## config.mk

```make
export PLATFORM = sky130hd
export DESIGN_NAME = instr_fetch_ctrl
export DESIGN_NICKNAME = d
export VERILOG_FILES = /design/src/rtl/instr_fetch_ctrl_pkg.sv /design/src/rtl/instr_fetch_ctrl.sv
export SDC_FILE = /design/constraint.sdc
export NUM_CORES = 1
export LEC_CHECK = 0
export BUFFER_PORTS_ARGS = -buffer_cell sky130_fd_sc_hd__buf_2
export CAP_MARGIN = 15
export CORE_AREA = 2 2 48 59
export DETAILED_ROUTE_END_ITERATION = 8
export DIE_AREA = 0 0 50 61
export PLACE_DENSITY = 0.81
export SYNTH_ARGS = -nofsm -noshare
export SYNTH_HDL_FRONTEND = slang
export SYNTH_SLANG_ARGS = --single-unit
```

## constraint.sdc

```tcl
create_clock -name clk -period 2.7 [get_ports clk]
set_input_delay 0.675 -clock clk [delete_from_list [all_inputs] [get_ports clk]]
set_output_delay 0.675 -clock clk [all_outputs]
set_load 0.05 [all_outputs]
```

## src/rtl/instr_fetch_ctrl_pkg.sv

```systemverilog
// rtl/instr_fetch_ctrl_pkg.sv - shared CPU constants: state encoding, opcodes, instruction fields
package instr_fetch_ctrl_pkg;

  localparam int INSTR_W     = 16;
  localparam int OPCODE_W    = 4;
  localparam int REG_FIELD_W = 12;
  localparam int REG_ADDR_W  = 4;

  // Instruction word layout {opcode, rd1, rd2, wr}
  localparam int OP_MSB  = 15;
  localparam int OP_LSB  = 12;
  localparam int RD1_MSB = 11;
  localparam int RD1_LSB = 8;
  localparam int RD2_MSB = 7;
  localparam int RD2_LSB = 4;
  localparam int WR_MSB  = 3;
  localparam int WR_LSB  = 0;

  localparam logic [OPCODE_W-1:0] OP_NOP  = 4'h0;
  localparam logic [OPCODE_W-1:0] OP_HALT = 4'hF;

  typedef enum logic [2:0] {
    ST_IDLE,
    ST_FETCH,
    ST_DECODE,
    ST_EXECUTE,
    ST_WRITEBACK,
    ST_PAUSE,
    ST_HALT
  } state_t;

  // Register 0 is never a write target, so wr == 0 suppresses the strobe as well as NOP.
  function automatic logic writes_reg(input logic [OPCODE_W-1:0]   op,
                                      input logic [OPCODE_W-1:0]   nop_op,
                                      input logic [REG_ADDR_W-1:0] wr);
    return (op != nop_op) && (wr != '0);
  endfunction

endpackage

```

## src/rtl/instr_fetch_ctrl.sv

```systemverilog
// rtl/instr_fetch_ctrl.sv - instruction sequencer: PC, instruction register and fetch/decode/execute FSM
module instr_fetch_ctrl
  import instr_fetch_ctrl_pkg::*;
#(
  parameter int                  ADDR_W  = 8,
  parameter logic [OPCODE_W-1:0] NOP_OP  = OP_NOP,
  parameter logic [OPCODE_W-1:0] HALT_OP = OP_HALT
) (
  input  logic                   clk,
  input  logic                   rst,
  input  logic                   start,
  input  logic                   step_mode,
  input  logic                   step,
  output logic [ADDR_W-1:0]      imem_addr,
  input  logic [INSTR_W-1:0]     imem_data,
  output logic [REG_FIELD_W-1:0] instruction,
  output logic [OPCODE_W-1:0]    opcode,
  output logic                   reg_write,
  output logic                   busy,
  output logic                   done
);

  state_t              state_q, state_d;
  logic [ADDR_W-1:0]   pc_q, pc_d;
  logic [INSTR_W-1:0]  ir_q, ir_d;
  logic [OPCODE_W-1:0] ir_op;
  logic [REG_ADDR_W-1:0] ir_wr;

  assign ir_op = ir_q[OP_MSB:OP_LSB];
  assign ir_wr = ir_q[WR_MSB:WR_LSB];

  always_ff @(posedge clk or posedge rst) begin
    if (rst) begin
      state_q <= ST_IDLE;
      pc_q    <= '0;
      ir_q    <= '0;
    end else begin
      state_q <= state_d;
      pc_q    <= pc_d;
      ir_q    <= ir_d;
    end
  end

  always_comb begin
    state_d = state_q;
    pc_d    = pc_q;
    ir_d    = ir_q;
    case (state_q)
      ST_IDLE, ST_HALT: begin
        if (start) begin
          state_d = ST_FETCH;
          pc_d    = '0;
        end
      end
      ST_FETCH:  state_d = ST_DECODE;
      // Synchronous memory: data for the FETCH address is valid during DECODE.
      ST_DECODE: begin
        ir_d    = imem_data;
        state_d = ST_EXECUTE;
      end
      ST_EXECUTE: state_d = (ir_op == HALT_OP) ? ST_HALT : ST_WRITEBACK;
      ST_WRITEBACK: begin
        pc_d    = pc_q + ADDR_W'(1);
        state_d = step_mode ? ST_PAUSE : ST_FETCH;
      end
      ST_PAUSE: begin
        if (step) state_d = ST_FETCH;
      end
      default: state_d = ST_IDLE;
    endcase
  end

  assign imem_addr   = pc_q;
  assign opcode      = ir_op;
  assign instruction = {ir_q[RD1_MSB:RD1_LSB], ir_q[RD2_MSB:RD2_LSB], ir_q[WR_MSB:WR_LSB]};
  assign reg_write   = (state_q == ST_WRITEBACK) && writes_reg(ir_op, NOP_OP, ir_wr);
  assign busy        = (state_q == ST_FETCH) || (state_q == ST_DECODE) ||
                       (state_q == ST_EXECUTE) || (state_q == ST_WRITEBACK) ||
                       (state_q == ST_PAUSE);
  assign done        = (state_q == ST_HALT);

endmodule

```

* Yosys cells after proc, flatten, opt, wreduce, memory -nomap -nowiden
Index checks and enable logic that the tools add are counted.
Widths: inputs -> output; s select.
** Word-level totals
- Register bits after elaboration :: 27
- Input bits :: 21
- Output and inout port bits :: 27
- Logic and storage cells :: 33
** Operators by class
- Add/subtract/negate cells :: 1
- Equal/unequal tests :: 9
- Mux-type cells :: 7
- Reductions and logical operators :: 13
** Operator list (count)
- $pmux 3 s6 :: 1
- $pmux 8 s2 :: 1
- $eq 3x3->1 const B :: 3
- $mux 3 :: 3
- $add 8x1->8 const B :: 1
- $mux 8 :: 1
- $reduce_bool 4->1 :: 2
- $eq 3x2->1 const B :: 2
- $eq 4x4->1 const B :: 1
- $logic_or 1x1->1 :: 4
- $ne 2x2->1 const B :: 2
- $reduce_and 2->1 :: 2
- $eq 3x1->1 const B :: 1
- $logic_not 3->1 :: 1
- $logic_and 1x1->1 :: 2
- $mux 2 :: 1
- $reduce_bool 2->1 :: 1
- $reduce_or 2->1 :: 1

* Longest topological paths before layout
- Depth after elaboration :: 5
- Gate-level depth with buffers :: 5
- Mapped depth without buffers :: 4

* Least setup slack after synthesis
OpenSTA, ideal clock, no wires.
- Path kind :: register to output
- Start point :: register state_q[1]
- End point :: output port reg_write
- Arrival time :: 2.028 ns
- Required time :: 2.025 ns
- Path slack :: -0.003 ns
- Stages on the path, launching flop included :: 4
- Buffers on the path :: 1
- Cell sequence :: dfrtp_1 buf_2 or3b_4 nor3_1
** Between the ends
- Longest elaborated chain between the ends :: 2
** Ends and longest elaborated chain
- from (decl) :: line instr_fetch_ctrl.sv:23 : state_t state_q, state_d;
- from (signal assigned) :: line instr_fetch_ctrl.sv:38 : state_q <= state_d;
- $eq 3x3->1 :: line instr_fetch_ctrl.sv:76 : assign reg_write = (state_q == ST_WRITEBACK) && writes_reg(ir_op, NOP_OP, ir_wr);
- $logic_and 1x1->1 :: line instr_fetch_ctrl.sv:76
- to (decl) :: line instr_fetch_ctrl.sv:18 : output logic reg_write,
No other way between the ends.

* Worst setup path in the final report
- Start point :: register state_q[0]
- End point :: output port reg_write
Same word-level chain as after synthesis.

==> flow_summary_export.csv <==
group,metric,value,unit
setup_path,path_class,"flip-flop to output port",
floorplan,rows,20,
setup_path,cp_slowest_cell,"dfrtp_1",
routing,firstDrtPassIters,4,
global_route,antenna_found_initial,0,
timing,fin_skew,0.006513,ns
power_and_ir_drop,design_power_total,2.072,mW
setup_path,rrSetupSlack,0.89,ns
cts,ctsHoldBuffers,0,
floorplan,chipWidth,50,um
synthesis,ys_types,31,
timing,period_share,0.9225,
setup_path,r2r_end,"ir_q[10]$_DFFE_PP0P_",
timing,max_freq,401.5,MHz
synthesis,ys_ff_latch,27,
synthesis,synthSimpleGateAreaFrac,0.1567,
cts,cts_max_path_buffers,2,
cts,cts_tree,"yes",
cts,root_buffer,"clkbuf_4",
routing,wirelength,2.360,mm
synthesis,synth_top_area_cell,"dfrtp_1",
cts,cts.repair.resized,0,
cells_and_area,fillers,203,
routing,drc,0,
place,routabilityCongestion,0.8359,
flow_run,maxCapViolCount,0,
synthesis,synth_compound_area_frac,0.06673,
synthesis,synthAdderAreaFrac,0.01820,
synthesis,synth_top_family_by_area,"multiplexers",
floorplan,io_pins,48,
synthesis,synthCells,106,
routing,num_vias,963,
global_route,grt_overflow,0,
setup_path,end_kind,"output port",
place,place_hpwl,1.903,mm
global_route,grt_first_pass_wirelength,4.022,mm
cells_and_area,final_cell_mix,"buf_2, dfrtp_1, mux2_2",
timing,setup_violations,0,
cts,htree_levels,1,
cells_and_area,n_antenna_cell,0,
setup_path,path_cells,"or3b_4 -> nor3_2 -> buf_2",
synthesis,synth_edf_count,0,
synthesis,synthXorXnorAreaFrac,0.01416,
cells_and_area,post-route-util,0.6172,
timing,rsz0062_at_grt,"no",
timing,final.setup.tns,0,ns
place,numPortBuffers,47,
power_and_ir_drop,ir_worst_vdd,1.026,mV
cells_and_area,syn_to_final_growth,23.56,%
cells_and_area,num-nets-final,177,
synthesis,synth_area_per_cell,11.67,um^2
global_route,grt_max_degree,28,
power_and_ir_drop,p_leak,0.7601,nW
routing,avgViaCountPerCell,5.150,
cts,cts_buffers,3,
setup_path,r2r-start,"state_q[2]$_DFFE_PP0P_",
synthesis,synth.area.top_cells,"dfrtp_1, mux2_2, mux2i_1",
floorplan,dieArea,3050,um^2
routing,drtAntennaViolNets,0,
cts,post_cts_buffers,0,
global_route,grt_pass1_vias,969,
setup_path,cp_data_required_time,2.03,ns
cts,clk_pin_slew,0.14,ns
setup_path,cp-start-kind,"flip-flop",
routing,drt_iter0_markers,6,
cells_and_area,layout_commonest_cell,"buf_2",
setup_path,cp.arrival,1.82,ns
cells_and_area,drive_gt1_frac,0.4610,
routing,wire_per_inst,12.62,um
timing,fin_crit,2.491,ns
global_route,grt_use_total,0.1737,
setup_path,cp_max_fo,16,
cts,clk_latency,0.31,ns
synthesis,synth_fp_nets,128,
floorplan,start_util,0.4995,
timing,slew_viol_final,0,
timing,worst_slew_pin_slew,0.7271,ns
synthesis,synth_ff_type,"dfrtp_1",
cts,cts_sinks,27,
floorplan,core,2477,um^2
setup_path,slowest_delay,0.55,ns
synthesis,synth_area,1237,um^2
min_path,hold_class,"primary input to asynchronous set/reset pin",
timing,final_hold_viol_count,0,
power_and_ir_drop,powerDensity,1355,nW/um^2
synthesis,synth.area.mux_share,0.1699,
run_status,run_status,"finished, final reports clean",
synthesis,yosysSeqAreaShare,0.5460,
setup_path,ff2ff_path_depth,3,
floorplan,die_height,61,um
timing,max-slew-margin-rel,0.5147,
synthesis,synth.top_cell.area_share,0.5460,
synthesis,async_flop_share,1.000,
synthesis,synth_warnings,0,
==> worst max-delay path: cells and delay by family (launching register included) <==
family                 cells  cell delay (ns)
buffers and inverters      1             0.28
DFF                        1             0.55
and+or+nand+nor            2             0.67
==> stage by stage <==
| step | setup WS, ns | instance area (um^2) | std cells | hold WS (ns) |
|---|---|---|---|---|
| after floorplan | 0.4160 | 1242 | 106 | 0.5675 |
| after global placement | 0.5876 | 1503 | 183 | 0.4579 |
| after detailed placement | 0.5561 | 1503 | 183 | 0.4680 |
| after CTS | 0.1909 | 1529 | 187 | 0.3862 |
| after global routing | 0.1029 | 1529 | 187 | 0.3881 |
| final | 0.2093 | 1529 | 187 | 0.3818 |
==> state kept, by name, summed over array words and instances (netlist names) <==
| signal | cells |
|---|---|
| imem_addr | 8 |
| ir_q | 16 |
| state_q | 3 |
==> layer usage <==
layer  track usage  vias up  share of wire
met3       0.02709        2          0.061
met4       0.07143        0         0.0076
met2        0.3195       34           0.54
met1        0.2026      458           0.39
li1              -      469              -
met5             0        -              0
==> worst max-delay path by stage <==
stage               slack [ns]         to  depth (start not counted)                   start
floorplan                 0.42  reg_write                          3  state_q[1]$_DFFE_PP0P_
detailed placement        0.56  reg_write                          3  state_q[0]$_DFFE_PP0P_
finish                    0.21  reg_write                          3  state_q[0]$_DFFE_PP0P_
global placement          0.59  reg_write                          3  state_q[0]$_DFFE_PP0P_
CTS                       0.19  reg_write                          3  state_q[0]$_DFFE_PP0P_
global route              0.10  reg_write                          3  state_q[0]$_DFFE_PP0P_
==> report_power, final <==
group	switching [mW]	total (mW)	internal (mW)
Combinational	0.815	1.17	0.355
Sequential	0.167	0.734	0.568
Clock	0.110	0.168	0.0577
Total	1.09	2.07	0.980
==> synth_stat cells, types with 2 or more instances <==
cell / n
nand2b_1: 3
dfrtp_1: 27
xnor2_1: 2
nor2_1: 6
inv_1: 3
o21ai_0: 5
buf_4: 2
nor4_1: 2
a21oi_1: 4
mux2i_1: 3
nand2_1: 7
nor2b_1: 2
nand3_1: 5
mux2_2: 16
nor3_1: 3
==> final cells by class <==
cell class / count / area, um^2 / share of cell area
timing repair buffer: 48 / 242.7 / 0.1588
clock buffer: 4 / 26.28 / 0.01718
inverter: 3 / 11.26 / 0.007365
sequential: 27 / 675.6 / 0.4419
tap: 33 / 41.29 / 0.02700
multi-input combinational: 72 / 531.8 / 0.3478
==> logic make-up after synthesis <==
| logic type | Yosys count |
|---|---|
| AO/OA/AOI/OAI | 14 |
| XOR/XNOR | 2 |
| adder cells (fa/ha/maj) | 2 |
| buffers and inverters | 7 |
| flip-flops | 27 |
| multiplexers | 19 |
| AND/OR/NAND/NOR | 35 |
Power figures use the tool's default switching activity.
